===== src/rtl/code_sequencer_if.sv =====
// code_sequencer_if: request/pulse bundle between a code sequencer and its user.
//   start, abort     : requester -> sequencer (start request, synchronous cancel)
//   busy             : sequence in progress
//   press1, press2   : button-1 / button-2 press pulses
//   done             : one-cycle pulse at the end of each completed pass
//   sym_idx[4:0]     : index of the symbol being sent, 0 when idle
interface code_sequencer_if;
   logic       start;
   logic       abort;
   logic       busy;
   logic       press1;
   logic       press2;
   logic       done;
   logic [4:0] sym_idx;

   modport master (
      output start, abort,
      input  busy, press1, press2, done, sym_idx
   );

   modport slave (
      input  start, abort,
      output busy, press1, press2, done, sym_idx
   );
endinterface


===== src/rtl/code_sequencer.sv =====
// code_sequencer: keypad-code transmitter. On start it emits CODE_LEN press
// pulses (LSB of CODE first; 1 = press1, 0 = press2), each PULSE_CYCLES wide
// and followed by GAP_CYCLES of silence, then pulses done.
// Ports:
//   hwclk  : system clock
//   rst_n  : asynchronous active-low reset
//   bus    : code_sequencer_if.slave (start/abort in; busy/press1/press2/done/sym_idx out)
// Optional feature: define CODE_SEQ_LOOP_EN to repeat the sequence until abort;
// done then pulses during the last gap cycle of every pass with busy held high.
module code_sequencer #(
   parameter int unsigned          CODE_LEN     = 4,
   parameter logic [CODE_LEN-1:0]  CODE         = 4'b1101,
   parameter int unsigned          PULSE_CYCLES = 12000,
   parameter int unsigned          GAP_CYCLES   = 1200000
) (
   input  logic              hwclk,
   input  logic              rst_n,
   code_sequencer_if.slave   bus
);

   localparam int unsigned MAX_CYCLES = (PULSE_CYCLES > GAP_CYCLES) ? PULSE_CYCLES : GAP_CYCLES;
   localparam int unsigned TMR_W      = $clog2(MAX_CYCLES + 1);
   localparam int unsigned IDX_W      = 5;

   localparam logic [31:0]      CODE_EXT   = 32'(CODE);
   localparam logic [TMR_W-1:0] PULSE_LAST = TMR_W'(PULSE_CYCLES - 1);
   localparam logic [TMR_W-1:0] GAP_LAST   = TMR_W'(GAP_CYCLES - 1);
   localparam logic [IDX_W-1:0] IDX_LAST   = IDX_W'(CODE_LEN - 1);
`ifdef CODE_SEQ_LOOP_EN
   // Timer value one cycle before the end of a gap (only meaningful when GAP_CYCLES >= 2)
   localparam logic [TMR_W-1:0] GAP_PRE    = TMR_W'(GAP_CYCLES - 2);
`endif

   typedef enum logic [1:0] {IDLE, PULSE, GAP} state_t;

   state_t           state, state_nxt;
   logic [TMR_W-1:0] timer, timer_nxt;
   logic [IDX_W-1:0] idx, idx_nxt;
   logic [IDX_W-1:0] idx_inc;
   logic             busy_q, busy_nxt;
   logic             press1_q, press1_nxt;
   logic             press2_q, press2_nxt;
   logic             done_q, done_nxt;

   assign idx_inc = idx + IDX_W'(1);

   // State, counters and registered outputs
   always_ff @(posedge hwclk or negedge rst_n) begin
      if (!rst_n) begin
         state    <= IDLE;
         timer    <= '0;
         idx      <= '0;
         busy_q   <= 1'b0;
         press1_q <= 1'b0;
         press2_q <= 1'b0;
         done_q   <= 1'b0;
      end else begin
         state    <= state_nxt;
         timer    <= timer_nxt;
         idx      <= idx_nxt;
         busy_q   <= busy_nxt;
         press1_q <= press1_nxt;
         press2_q <= press2_nxt;
         done_q   <= done_nxt;
      end
   end

   // Next state and next output values; outputs are precomputed for the
   // upcoming cycle so that every output is a flop.
   always_comb begin
      state_nxt  = state;
      timer_nxt  = timer + TMR_W'(1);
      idx_nxt    = idx;
      busy_nxt   = 1'b0;
      press1_nxt = 1'b0;
      press2_nxt = 1'b0;
      done_nxt   = 1'b0;

      unique case (state)
         IDLE: begin
            timer_nxt = '0;
            idx_nxt   = '0;
            if (bus.start) begin
               state_nxt  = PULSE;
               busy_nxt   = 1'b1;
               press1_nxt = CODE_EXT[0];
               press2_nxt = ~CODE_EXT[0];
            end
         end

         PULSE: begin
            busy_nxt = 1'b1;
            if (timer == PULSE_LAST) begin
               state_nxt = GAP;
               timer_nxt = '0;
`ifdef CODE_SEQ_LOOP_EN
               if (GAP_CYCLES == 1 && idx == IDX_LAST) done_nxt = 1'b1;
`endif
            end else begin
               press1_nxt = CODE_EXT[idx];
               press2_nxt = ~CODE_EXT[idx];
            end
         end

         GAP: begin
            busy_nxt = 1'b1;
            if (timer == GAP_LAST) begin
               timer_nxt = '0;
               if (idx != IDX_LAST) begin
                  state_nxt  = PULSE;
                  idx_nxt    = idx_inc;
                  press1_nxt = CODE_EXT[idx_inc];
                  press2_nxt = ~CODE_EXT[idx_inc];
               end else begin
`ifdef CODE_SEQ_LOOP_EN
                  state_nxt  = PULSE;
                  idx_nxt    = '0;
                  press1_nxt = CODE_EXT[0];
                  press2_nxt = ~CODE_EXT[0];
`else
                  state_nxt  = IDLE;
                  idx_nxt    = '0;
                  busy_nxt   = 1'b0;
                  done_nxt   = 1'b1;
`endif
               end
            end else begin
`ifdef CODE_SEQ_LOOP_EN
               if (GAP_CYCLES >= 2 && timer == GAP_PRE && idx == IDX_LAST) done_nxt = 1'b1;
`endif
            end
         end

         default: begin
            state_nxt = IDLE;
            timer_nxt = '0;
            idx_nxt   = '0;
         end
      endcase

      // Cancel wins over everything, including a start seen in IDLE
      if (bus.abort) begin
         state_nxt  = IDLE;
         timer_nxt  = '0;
         idx_nxt    = '0;
         busy_nxt   = 1'b0;
         press1_nxt = 1'b0;
         press2_nxt = 1'b0;
         done_nxt   = 1'b0;
      end
   end

   assign bus.busy    = busy_q;
   assign bus.press1  = press1_q;
   assign bus.press2  = press2_q;
   assign bus.done    = done_q;
   assign bus.sym_idx = idx;

endmodule


===== src/flat_wrapper.sv =====
// flat-port wrapper written by rule: the top's interface ports become plain ports
module code_sequencer_flat 
#(
   parameter int unsigned          CODE_LEN     = 4,
   parameter logic [CODE_LEN-1:0]  CODE         = 4'b1101,
   parameter int unsigned          PULSE_CYCLES = 12000,
   parameter int unsigned          GAP_CYCLES   = 1200000
)
  (hwclk, rst_n, bus_start, bus_abort, bus_busy, bus_press1, bus_press2, bus_done, bus_sym_idx);
  code_sequencer_if bus_i ();
  input  logic hwclk;
  input  logic rst_n;
  input wire logic [$bits(bus_i.start)-1:0] bus_start;
  input wire logic [$bits(bus_i.abort)-1:0] bus_abort;
  output wire logic [$bits(bus_i.busy)-1:0] bus_busy;
  output wire logic [$bits(bus_i.press1)-1:0] bus_press1;
  output wire logic [$bits(bus_i.press2)-1:0] bus_press2;
  output wire logic [$bits(bus_i.done)-1:0] bus_done;
  output wire logic [$bits(bus_i.sym_idx)-1:0] bus_sym_idx;
  assign bus_i.start = bus_start;
  assign bus_i.abort = bus_abort;
  assign bus_busy = bus_i.busy;
  assign bus_press1 = bus_i.press1;
  assign bus_press2 = bus_i.press2;
  assign bus_done = bus_i.done;
  assign bus_sym_idx = bus_i.sym_idx;
  code_sequencer #(.CODE_LEN(CODE_LEN), .CODE(CODE), .PULSE_CYCLES(PULSE_CYCLES), .GAP_CYCLES(GAP_CYCLES)) u_core (.hwclk(hwclk), .rst_n(rst_n), .bus(bus_i));
endmodule

===== config.mk =====
export PLATFORM = sky130hd
export DESIGN_NAME = code_sequencer_flat
export DESIGN_NICKNAME = d
export VERILOG_FILES = /design/src/rtl/code_sequencer_if.sv /design/src/rtl/code_sequencer.sv /design/src/flat_wrapper.sv
export SDC_FILE = /design/constraint.sdc
export NUM_CORES = 1
export LEC_CHECK = 0
export BUFFER_PORTS_ARGS = -buffer_cell sky130_fd_sc_hd__clkbuf_2
export CORE_MARGIN = 8
export CORE_UTILIZATION = 53
export DETAILED_ROUTE_END_ITERATION = 10
export GPL_TIMING_DRIVEN = 0
export PLACE_DENSITY = 0.78
export SYNTH_ARGS = -nofsm -noshare
export SYNTH_HDL_FRONTEND = slang
export SYNTH_SLANG_ARGS = --single-unit

===== constraint.sdc =====
create_clock -name hwclk -period 2.1 [get_ports hwclk]
set_clock_uncertainty 0.15 [all_clocks]
set_input_delay 0.42 -clock hwclk [delete_from_list [all_inputs] [get_ports hwclk]]
set_output_delay 0.42 -clock hwclk [all_outputs]
set_load 0.03 [all_outputs]

==> reports/metrics.cfg <==
[setup_path]
crit_required_ns = 2.18
cpMostUsedCell = and4_4
cp-end-kind = register
crit_family = simple AND/OR/NAND/NOR gates
crit_slowest_cell = dfrtp_1
cp_data_arrival_time_ns = 2.12
critPathBufInv = 0
path_cells = ha_4, and4_4, and4_4, nand2_4, a221oi_4, mux2_4
critPathKind = reg -> reg
cp-start-kind = register
crit_fanout = 4
max_stage_delay_ns = 0.42

[routing]
routed.top_layer = met4
vias_per_cell = 5.47
dr_wl_met2_mm = 1.80
ant_nets = 0
drtIter0Drc = 61
route.detailed.drc = 0
post_drt_wl_per_cell_um = 13.9
vias = 1450
wl_met1_mm = 1.63
firstDrtPassIters = 6
wirelength_mm = 3.68
wl_met3_um = 174

[synth]
synth_nets = 203
synthTopCellsByArea = dfrtp_1, ha_1, nor2_1
synth_compound_area_share_pct = 8.17
synth_mux_area_share_pct = 1.98
synth_top_family_by_area = simple AND/OR/NAND/NOR gates
yosys_register_bits = 32
synth-async-reset-ratio_pct = 100
synth_cells = 190
synth-adder-area-share_pct = 6.13
synth_edf_count = 0
synth.distinct_cells = 46
netlist_area_um2 = 1840
seq_area_frac_synth_pct = 43.6
yosys.area_share.simple_pct = 27.3
avgSynthCellArea_um2 = 9.67
ys_warn_count = 0
synth_xor_area_share_pct = 10.0
synth_ff_type = dfrtp_1
yosysTopAreaCellShare_pct = 43.6
synth_top_cell_by_area = dfrtp_1

[layout]
antennaDiodeCount = 0
seqCellArea_um2 = 801
fin_cells = 265
drive_above_1_share_pct = 20.1
final_nets = 232
nFillCells = 285
multi_input_area_um2 = 1010
areaGrowthSynthToFinish_pct = 15.5

[grt]
grt_pass1_wl_mm = 6.15
grt_max_degree = 33
grt_pass1_vias = 1423
overflow = 0
grtUsageTotal_pct = 14.4
antenna_found_initial = 0

[sta]
hold_ws_ns = -0.000841
timing.fmax_mhz = 490
timing.final.crit_period_ns = 2.04
setup_violations = 0
slew_violations = 0
slew_headroom_pct = 47.1
timing.final.crit_share_pct = 97.1
final_hold_viol_count = 2
worst_pin_slew_ns = 0.793

[clock_network]
cts_tree = done
ctsHoldBuffers = 0
htree_levels = 2
cts-root-buf = clkbuf_4
cts.sinks = 32
cts_buffer_depth = 2
clk_pin_slew_worst_paths_ns = 0.10
clock_latency_ns = 0.33
cts_made_buffers = 5

[pwr]
vdd_drop_max_uv = 465
p_leak_nw = 0.948
powerDensity_nw_per_um2 = 757

[placement]
place_inst = 248
dp_hpwl_mm = 2.56
portBuffers = 12
gp_congestion = 0.849

[floorplan]
die_area_um2 = 5610
rows = 21
die_y_um = 74.9
initial_core_util_pct = 55.0
die_w_um = 74.9
core_um2 = 3340
io-pin-count = 13

[job]
drv_cap = 0

[worst_hold_path]
hp-class = in -> async

[status]
violations = hold timing
run_status = complete, but fails checks

-- cell type report --
type	instances	share of cell area (%)
Buffer	6	1.42
Clock buffer	7	3.07
Inverter	7	1.24
Multi-Input combinational cell	145	47.4
Sequential cell	32	37.8
Tap cell	46	2.71
Timing Repair Buffer	22	6.37
-- stage by stage --
stage               total power, mW  setup TNS, ns  util, %  worst slack [ns]  instance area (um2)
CTS                            1.58         -0.275     61.2           -0.0252                 2040
detailed placement             1.15          -1.07     58.6           -0.0842                 1950
floorplan                      1.05              0        -            0.0676                 1840
global placement               1.15        -0.0737     58.6           -0.0536                 1950
global route                   1.71        -0.0412     63.6           -0.0255                 2120
finish                         1.60              0     63.6            0.0606                 2120
-- per-layer routing --
layer / vias up / global-route usage (%)
met2: 31 / 23.5
met5: - / 0
li1: 716 / -
met4: 0 / 8.48
met3: 8 / 4.53
met1: 695 / 16.0
-- layout by cell type (no fill, tap or decap), types with 2 or more instances in the layout --
| cell type | synthesis | layout |
|---|---|---|
| nand2b_1 | 3 | 3 |
| a21oi_1 | 3 | 3 |
| clkbuf_8 | 0 | 2 |
| buf_4 | 0 | 10 |
| nand4_1 | 8 | 8 |
| clkbuf_2 | 0 | 12 |
| and3_1 | 2 | 2 |
| dfrtp_1 | 32 | 32 |
| clkbuf_4 | 0 | 7 |
| nand2_1 | 15 | 15 |
| nand3_1 | 10 | 10 |
| a22o_1 | 2 | 2 |
| and4_4 | 1 | 2 |
| ha_1 | 9 | 8 |
| nor2_1 | 29 | 29 |
| a31oi_1 | 2 | 2 |
| xor2_1 | 11 | 11 |
| o21a_1 | 2 | 2 |
| inv_1 | 7 | 7 |
| nor3_1 | 12 | 12 |
| clkbuf_1 | 3 | 3 |
| xnor2_1 | 10 | 10 |
-- cell families (layout without fill, tap and decap cells) --
family | Yosys count | after routing
simple gates | 94 | 94
compound gates | 18 | 18
xor+xnor | 21 | 21
buf+inv | 13 | 42
flops | 32 | 32
mux | 3 | 3
fa+ha+maj | 9 | 9
-- Yosys cell counts (all sizes together), types with 2 or more instances --
cell type / count
a21o: 2
a21oi: 3
a22o: 2
a31oi: 2
and2: 2
and3: 3
and4: 3
buf: 3
clkbuf: 3
dfrtp: 32
ha: 9
inv: 7
mux2: 2
nand2: 16
nand2b: 3
nand3: 10
nand4: 8
nand4b: 2
nor2: 29
nor3: 12
nor4b: 2
o21a: 2
xnor2: 10
xor2: 11
-- power breakdown --
group,switching [mW],internal [mW],leakage [nW]
Clock,0.210,0.190,0.0374
Combinational,0.287,0.229,0.468
Sequential,0.0311,0.657,0.443
-- path summary, 6_finish.rpt --
check,cells past startpoint,slack (ns),end,startpoint
setup / recovery,6,0.06,u_core.state[0],u_core.timer[0]
hold / removal,1,-0.0008,u_core.bus.sym_idx[4],rst_n
setup reg to reg,6,0.06,u_core.state[0],u_core.timer[0]
hold reg to reg,2,0.42,u_core.timer[10],u_core.timer[10]
max in group asynchronous,1,1.29,u_core.timer[1],rst_n
min in group hwclk,3,0.22,u_core.bus.press1,bus_start
-- repair_timing --
action | CTS | global route
gates resized for setup | 4 | 3
endpoints found under the setup margin | 21 | 22
setup buffers | 1 | 9
pin swaps | 4 | 3
-- flip-flops by register name, summed over array words and instances, names as in the netlist --
| name | flops |
|---|---|
| u_core.bus.press2 | 1 |
| u_core.bus.done | 1 |
| u_core.bus.busy | 1 |
| u_core.bus.sym_idx | 5 |
| u_core.bus.press1 | 1 |
| u_core.timer | 21 |
| u_core.state | 2 |
Power figures use the tool's default switching activity.
